$ cat src/rtl/vmx_pkg.sv
// Shared types and constants for the vmx PE-array sequencer.
// Weight tag layout: bit 7 flags a weight word, bits 6:0 count down to the target PE.
package vmx_pkg;

    typedef enum logic [1:0] {
        ST_IDLE   = 2'd0,
        ST_LOAD_W = 2'd1,
        ST_STREAM = 2'd2,
        ST_DRAIN  = 2'd3
    } seq_state_e;

    localparam int unsigned TAG_W             = 8;
    localparam int unsigned TAG_FLAG_BIT      = 7;
    localparam int unsigned TAG_CNT_W         = 7;
    localparam int unsigned VEC_LEN_W         = 16;
    localparam int unsigned DEF_N_PE          = 8;
    localparam int unsigned DEF_VECTOR_BITLEN = 16;

    function automatic logic [TAG_W-1:0] weight_tag(input logic [TAG_CNT_W-1:0] countdown);
        logic [TAG_W-1:0] tag;
        tag                  = '0;
        tag[TAG_FLAG_BIT]    = 1'b1;
        tag[TAG_CNT_W-1:0]   = countdown;
        return tag;
    endfunction

endpackage

$ cat src/rtl/vmx_valid_pipe.sv
// Shift-register delay line carrying one valid bit per in-flight stream word.
module vmx_valid_pipe #(
    parameter int unsigned DEPTH = 9
) (
    input  logic clk,
    input  logic rst_n,
    input  logic valid_i,
    output logic valid_o,
    output logic empty_o
);

    logic [DEPTH-1:0] stage_q;

    always_ff @(posedge clk or negedge rst_n) begin
        if (!rst_n) begin
            stage_q <= '0;
        end else begin
            stage_q[0] <= valid_i;
            for (int unsigned i = 1; i < DEPTH; i++) begin
                stage_q[i] <= stage_q[i-1];
            end
        end
    end

    assign valid_o = stage_q[DEPTH-1];
    assign empty_o = ~|stage_q;

endmodule

$ cat src/rtl/vmx_seq_ctrl.sv
// Job sequencer for a chain of vmx PEs: loads weights, streams data, collects sums.
// Optional cycle counter output perf_cycles enabled by `define VMX_SEQ_PERF_CNT_EN.
module vmx_seq_ctrl
    import vmx_pkg::*;
#(
    parameter int unsigned N_PE           = DEF_N_PE,
    parameter int unsigned VECTOR_BITLEN  = DEF_VECTOR_BITLEN,
    parameter int unsigned PRODUCT_BITLEN = 2 * VECTOR_BITLEN
) (
    input  logic                      clk,
    input  logic                      rst_n,
    input  logic                      start,
    input  logic                      simd_cfg,
    input  logic [VEC_LEN_W-1:0]      vec_len,
    output logic                      busy,
    output logic                      done,
    input  logic                      in_valid,
    input  logic [VECTOR_BITLEN-1:0]  in_data,
    output logic                      in_ready,
    output logic                      arr_simd_mode,
    output logic [TAG_W-1:0]          arr_is_weight,
    output logic [VECTOR_BITLEN-1:0]  arr_data,
    output logic [PRODUCT_BITLEN-1:0] arr_sum_in,
    input  logic [PRODUCT_BITLEN-1:0] arr_sum_out,
    output logic                      res_valid,
    output logic [PRODUCT_BITLEN-1:0] res_data
`ifdef VMX_SEQ_PERF_CNT_EN
    ,
    output logic [31:0]               perf_cycles
`endif
);

    localparam logic [TAG_CNT_W-1:0] LAST_IDX = TAG_CNT_W'(N_PE - 1);

    seq_state_e                  state_q, state_d;
    logic [TAG_CNT_W-1:0]        wcnt_q, wcnt_d;
    logic [VEC_LEN_W-1:0]        rem_q, rem_d;
    logic                        simd_q, simd_d;
    logic [VECTOR_BITLEN-1:0]    arr_data_q, arr_data_d;
    logic [TAG_W-1:0]            tag_q, tag_d;
    logic                        done_q, done_d;
    logic                        res_valid_q, res_valid_d;
    logic [PRODUCT_BITLEN-1:0]   res_data_q, res_data_d;
    logic                        accept;
    logic                        stream_acc;
    logic                        pipe_out;
    logic                        pipe_empty;

    // Result valid leaves the pipe in the cycle the array presents that word's sum.
    vmx_valid_pipe #(
        .DEPTH (N_PE + 1)
    ) u_valid_pipe (
        .clk     (clk),
        .rst_n   (rst_n),
        .valid_i (stream_acc),
        .valid_o (pipe_out),
        .empty_o (pipe_empty)
    );

    always_ff @(posedge clk or negedge rst_n) begin
        if (!rst_n) begin
            state_q     <= ST_IDLE;
            wcnt_q      <= '0;
            rem_q       <= '0;
            simd_q      <= 1'b0;
            arr_data_q  <= '0;
            tag_q       <= '0;
            done_q      <= 1'b0;
            res_valid_q <= 1'b0;
            res_data_q  <= '0;
        end else begin
            state_q     <= state_d;
            wcnt_q      <= wcnt_d;
            rem_q       <= rem_d;
            simd_q      <= simd_d;
            arr_data_q  <= arr_data_d;
            tag_q       <= tag_d;
            done_q      <= done_d;
            res_valid_q <= res_valid_d;
            res_data_q  <= res_data_d;
        end
    end

    always_comb begin
        state_d    = state_q;
        wcnt_d     = wcnt_q;
        rem_d      = rem_q;
        simd_d     = simd_q;
        arr_data_d = '0;
        tag_d      = '0;
        done_d     = 1'b0;
        stream_acc = 1'b0;
        in_ready   = (state_q == ST_LOAD_W) || (state_q == ST_STREAM);
        accept     = in_valid && in_ready;

        case (state_q)
            ST_IDLE: begin
                if (start) begin
                    simd_d  = simd_cfg;
                    rem_d   = vec_len;
                    wcnt_d  = '0;
                    state_d = ST_LOAD_W;
                end
            end
            ST_LOAD_W: begin
                if (accept) begin
                    arr_data_d = in_data;
                    tag_d      = weight_tag(LAST_IDX - wcnt_q);
                    wcnt_d     = wcnt_q + TAG_CNT_W'(1);
                    if (wcnt_q == LAST_IDX) begin
                        state_d = (rem_q != '0) ? ST_STREAM : ST_DRAIN;
                    end
                end
            end
            ST_STREAM: begin
                if (accept) begin
                    arr_data_d = in_data;
                    stream_acc = 1'b1;
                    rem_d      = rem_q - VEC_LEN_W'(1);
                    if (rem_q == VEC_LEN_W'(1)) begin
                        state_d = ST_DRAIN;
                    end
                end
            end
            ST_DRAIN: begin
                if (pipe_empty) begin
                    done_d  = 1'b1;
                    state_d = ST_IDLE;
                end
            end
            default: state_d = ST_IDLE;
        endcase

        res_valid_d = pipe_out;
        res_data_d  = pipe_out ? arr_sum_out : res_data_q;
    end

    assign busy          = (state_q != ST_IDLE);
    assign done          = done_q;
    assign arr_simd_mode = busy & simd_q;
    assign arr_is_weight = tag_q;
    assign arr_data      = arr_data_q;
    assign arr_sum_in    = '0;
    assign res_valid     = res_valid_q;
    assign res_data      = res_data_q;

`ifdef VMX_SEQ_PERF_CNT_EN
    logic [31:0] perf_q, perf_d;

    always_ff @(posedge clk or negedge rst_n) begin
        if (!rst_n) begin
            perf_q <= '0;
        end else begin
            perf_q <= perf_d;
        end
    end

    always_comb begin
        perf_d = perf_q;
        if (state_q == ST_IDLE && start) begin
            perf_d = '0;
        end else if (busy && perf_q != '1) begin
            perf_d = perf_q + 32'd1;
        end
    end

    assign perf_cycles = perf_q;
`endif

endmodule
$ cat config.mk
export PLATFORM = sky130hd
export DESIGN_NAME = vmx_seq_ctrl
export DESIGN_NICKNAME = d
export VERILOG_FILES = /design/src/rtl/vmx_pkg.sv /design/src/rtl/vmx_valid_pipe.sv /design/src/rtl/vmx_seq_ctrl.sv
export SDC_FILE = /design/constraint.sdc
export NUM_CORES = 1
export LEC_CHECK = 0
export CAP_MARGIN = 20
export CORE_MARGIN = 1
export CORE_UTILIZATION = 35
export DETAILED_ROUTE_END_ITERATION = 7
export PLACE_DENSITY = 0.65
export SLEW_MARGIN = 30
export SYNTH_ARGS = -nofsm -noshare
export SYNTH_HDL_FRONTEND = slang
export SYNTH_SLANG_ARGS = --single-unit
$ cat constraint.sdc
create_clock -name clk -period 2.8 [get_ports clk]
set_clock_uncertainty 0.05 [all_clocks]
set_input_delay 0.56 -clock clk [delete_from_list [all_inputs] [get_ports clk]]
set_output_delay 0.56 -clock clk [all_outputs]
set_load 0.02 [all_outputs]
==> out/qor.yml <==
status: "finished with violations"
violations: "DRC"
hp-class: "in -> async"
die-height_um: 112
fp.dieW_um: 112
ctsHtreeMaxLevel: 3
num_vias: 3133
post-route-period-util_pct: 91.5
synth-edff-count: 0
m1WireLength_um: 4210
antenna_found_initial: 0
ys_seq_elements: 93
power_density_nw_per_um2: 1110
seqPwrFrac_pct: 33.5
synthCells: 374
area_growth_syn_to_layout_pct: 40.4
boundaryPins: 162
tightest_slew_ns: 0.615
drt_iter0_markers: 170
clk_path_buf_depth: 2
ys_top_cells_by_area: "dfrtp_1, mux2_2, buf_4, ha_1, and3_1"
finalNonFillerCells: 650
synth.top_cell.area_share_pct: 55.2
core_um2: 11600
endpoint_kind: "output port"
critPathSlowestCell: "clkdlybuf4s50_1"
grt_pass1_vias: 3190
cp-start-kind: "register"
min_period_ns: 2.56
yosys_warnings: 0
ys.flop_type: "dfrtp_1"
timing_worst_setup_path_type: "reg -> out"
drive_above_1_share_pct: 13.0
grt_pass1_wl_um: 15800
crit_required_ns: 2.19
final_net_count: 582
p_sw_mw: 2.36
fin_util_pct: 51.2
overflow: 0
cp_max_fo: 7
fmax_mhz: 390
ctsResizeCount: 0
finalSetupViolCount: 0
clock-sinks: 93
finalHoldViolCount: 0
postPlaceCellArea_um2: 5570
syn_area_per_cell_um2: 11.3
io_buffers: 129
synthesis.area_um2: 4220
dr.pass1.iters: 6
p_clk_share_pct: 21.2
cts-root-buf: "clkbuf_16"
p_leak_nw: 2.59
ant_nets: 0
diodes: 0
drv_cap: 0
ys_seq_area_share_pct: 55.2
grt_setup_unrepaired: "no"
die_area_um2: 12500
slew_headroom_pct: 59.0
fill_cells: 1038
dpl.hpwl_um: 6750
clk-insertion-delay-late_ns: 0.33
ir_drop_uv: 433
yosys.cell_types.count: 45
wire_per_inst_um: 14.5
multi_input_area_um2: 1670
seq_area_um2: 2330
p_int_mw: 4.19
fin_area_um2: 5920
wl_um: 9420
start_util_pct: 36.5
grt_usage_pct: 15.9
crit_path_cell_trace: "inv_1 -> ha_1 -> clkdlybuf4s50_1"
p_sw_share_pct: 36.0
async_flop_share_pct: 100
drcViolationCount: 17
viasPerCell: 4.82
comb_power_share_pct: 45.2
cts_made_buffers: 9
crit_arrival_ns: 1.95
clk_pin_slew_ns: 0.06
rows: 39
grt_max_degree: 49
cts_tree: "built"
critical-path-max-stage-delay_ns: 0.68
gp_congestion: 0.803
tns_ns: 0
slew_violations: 0
placedCellCount: 634
post_cts_buffers: 0
wl_met2_um: 4320
synth_top_cell_by_area: "dfrtp_1"
cts_hold_buf: 0
routed.top_layer: "met4"
wl_met3_um: 776
finalPower_mw: 6.55
registers in the layout, indices dropped and copies added, names as in the netlist:
register	count
arr_is_weight	8
arr_data	16
wcnt_q	7
rem_q	16
res_valid	1
done	1
state_q	2
res_data	32
simd_q	1
u_valid_pipe.stage_q	9
cells by family (layout without fill, tap and decap cells):
family,Yosys count,count (layout),synth area share (%)
flops,93,93,55.2
other cells,1,32,0.0889
mux,36,36,9.52
simple gates,107,107,13.6
buf+inv,60,162,8.19
xor+xnor,6,6,1.25
fa+ha+maj,11,11,3.26
compound gates,60,60,8.87
metal layers:
layer  vias up  track usage [%]
li1       1502                -
met1      1487             20.7
met2       131             26.2
met3        13             3.97
met4         0             4.32
met5         -                0
placed cells by master, fill, tap and decap left out, types with 2 or more instances in the layout:
master	count
clkdlybuf4s50_1	128
dfrtp_1	93
mux2_2	33
conb_1	32
nor2_1	23
and3_1	21
a21oi_1	17
nand2_1	16
o21ai_0	15
inv_1	11
ha_1	11
o22ai_1	10
nand3_1	9
clkbuf_16	9
nor3_1	7
or3_1	5
a2bb2oi_1	5
buf_4	5
xor2_1	4
or2_2	4
nor2b_1	3
nor4_1	3
nor3b_1	3
a31oi_1	3
mux2i_1	3
bufinv_16	3
and2_1	2
nand4_1	2
nand3b_1	2
nor4b_1	2
xnor2_1	2
clkinv_2	2
buf_12	2
per-stage QoR:
stage,hold slack (ns),worst slack (ns)
finish,0.189,0.237
global route,0.237,0.113
CTS,0.205,0.190
detailed placement,0.310,0.383
global placement,0.310,0.424
floorplan,0.214,0.480
critical path, delay by kind of cell, from the launching register on:
kind       cells  cell delay, ns
fa+ha+maj      1            0.42
buf+inv        2            0.79
flops          1            0.41
area by class of cell:
cell class	count	area share, %
Clock inverter	6	1.84
Clock buffer	10	4.04
Timing Repair Buffer	135	23.0
Multi-Input combinational cell	252	28.1
Sequential cell	93	39.3
Tap cell	143	3.02
Inverter	11	0.697
synth_stat cells, drive strengths merged, types with 3 or more instances:
| cell | count |
|---|---|
| mux2i | 3 |
| buf | 33 |
| dfrtp | 93 |
| nor3b | 3 |
| or3 | 5 |
| nor2b | 3 |
| nor3 | 7 |
| a31oi | 3 |
| inv | 11 |
| a2bb2oi | 5 |
| o22ai | 10 |
| o21ai | 15 |
| ha | 11 |
| nor4 | 4 |
| xor2 | 4 |
| mux2 | 33 |
| nand3 | 9 |
| and3 | 21 |
| a21oi | 17 |
| nor2 | 23 |
| clkbuf | 16 |
| or2 | 5 |
| nand2 | 16 |
worst paths after layout:
| path | from | to | slack [ns] | cells past startpoint |
|---|---|---|---|---|
| min in group clk | u_valid_pipe.stage_q[5] | u_valid_pipe.stage_q[6] | 0.33 | 0 |
| max in group asynchronous | rst_n | arr_is_weight[5] | 1.83 | 2 |
| worst max-delay path | state_q[1] | in_ready | 0.24 | 3 |
| worst min register to register | u_valid_pipe.stage_q[5] | u_valid_pipe.stage_q[6] | 0.33 | 0 |
| worst max register to register | state_q[1] | state_q[1] | 0.48 | 7 |
| worst min-delay path | rst_n | arr_data[10] | 0.19 | 1 |
power by group through the flow:
stage	registers [mW]	logic (mW)	clock network (mW)
after floorplan	2.58	1.38	0
after global placement	2.19	2.93	0
after detailed placement	2.22	2.98	0
after CTS	2.20	2.99	1.43
after global routing	2.29	3.21	1.50
final	2.20	2.96	1.39
(Power assumes the default switching activity.)
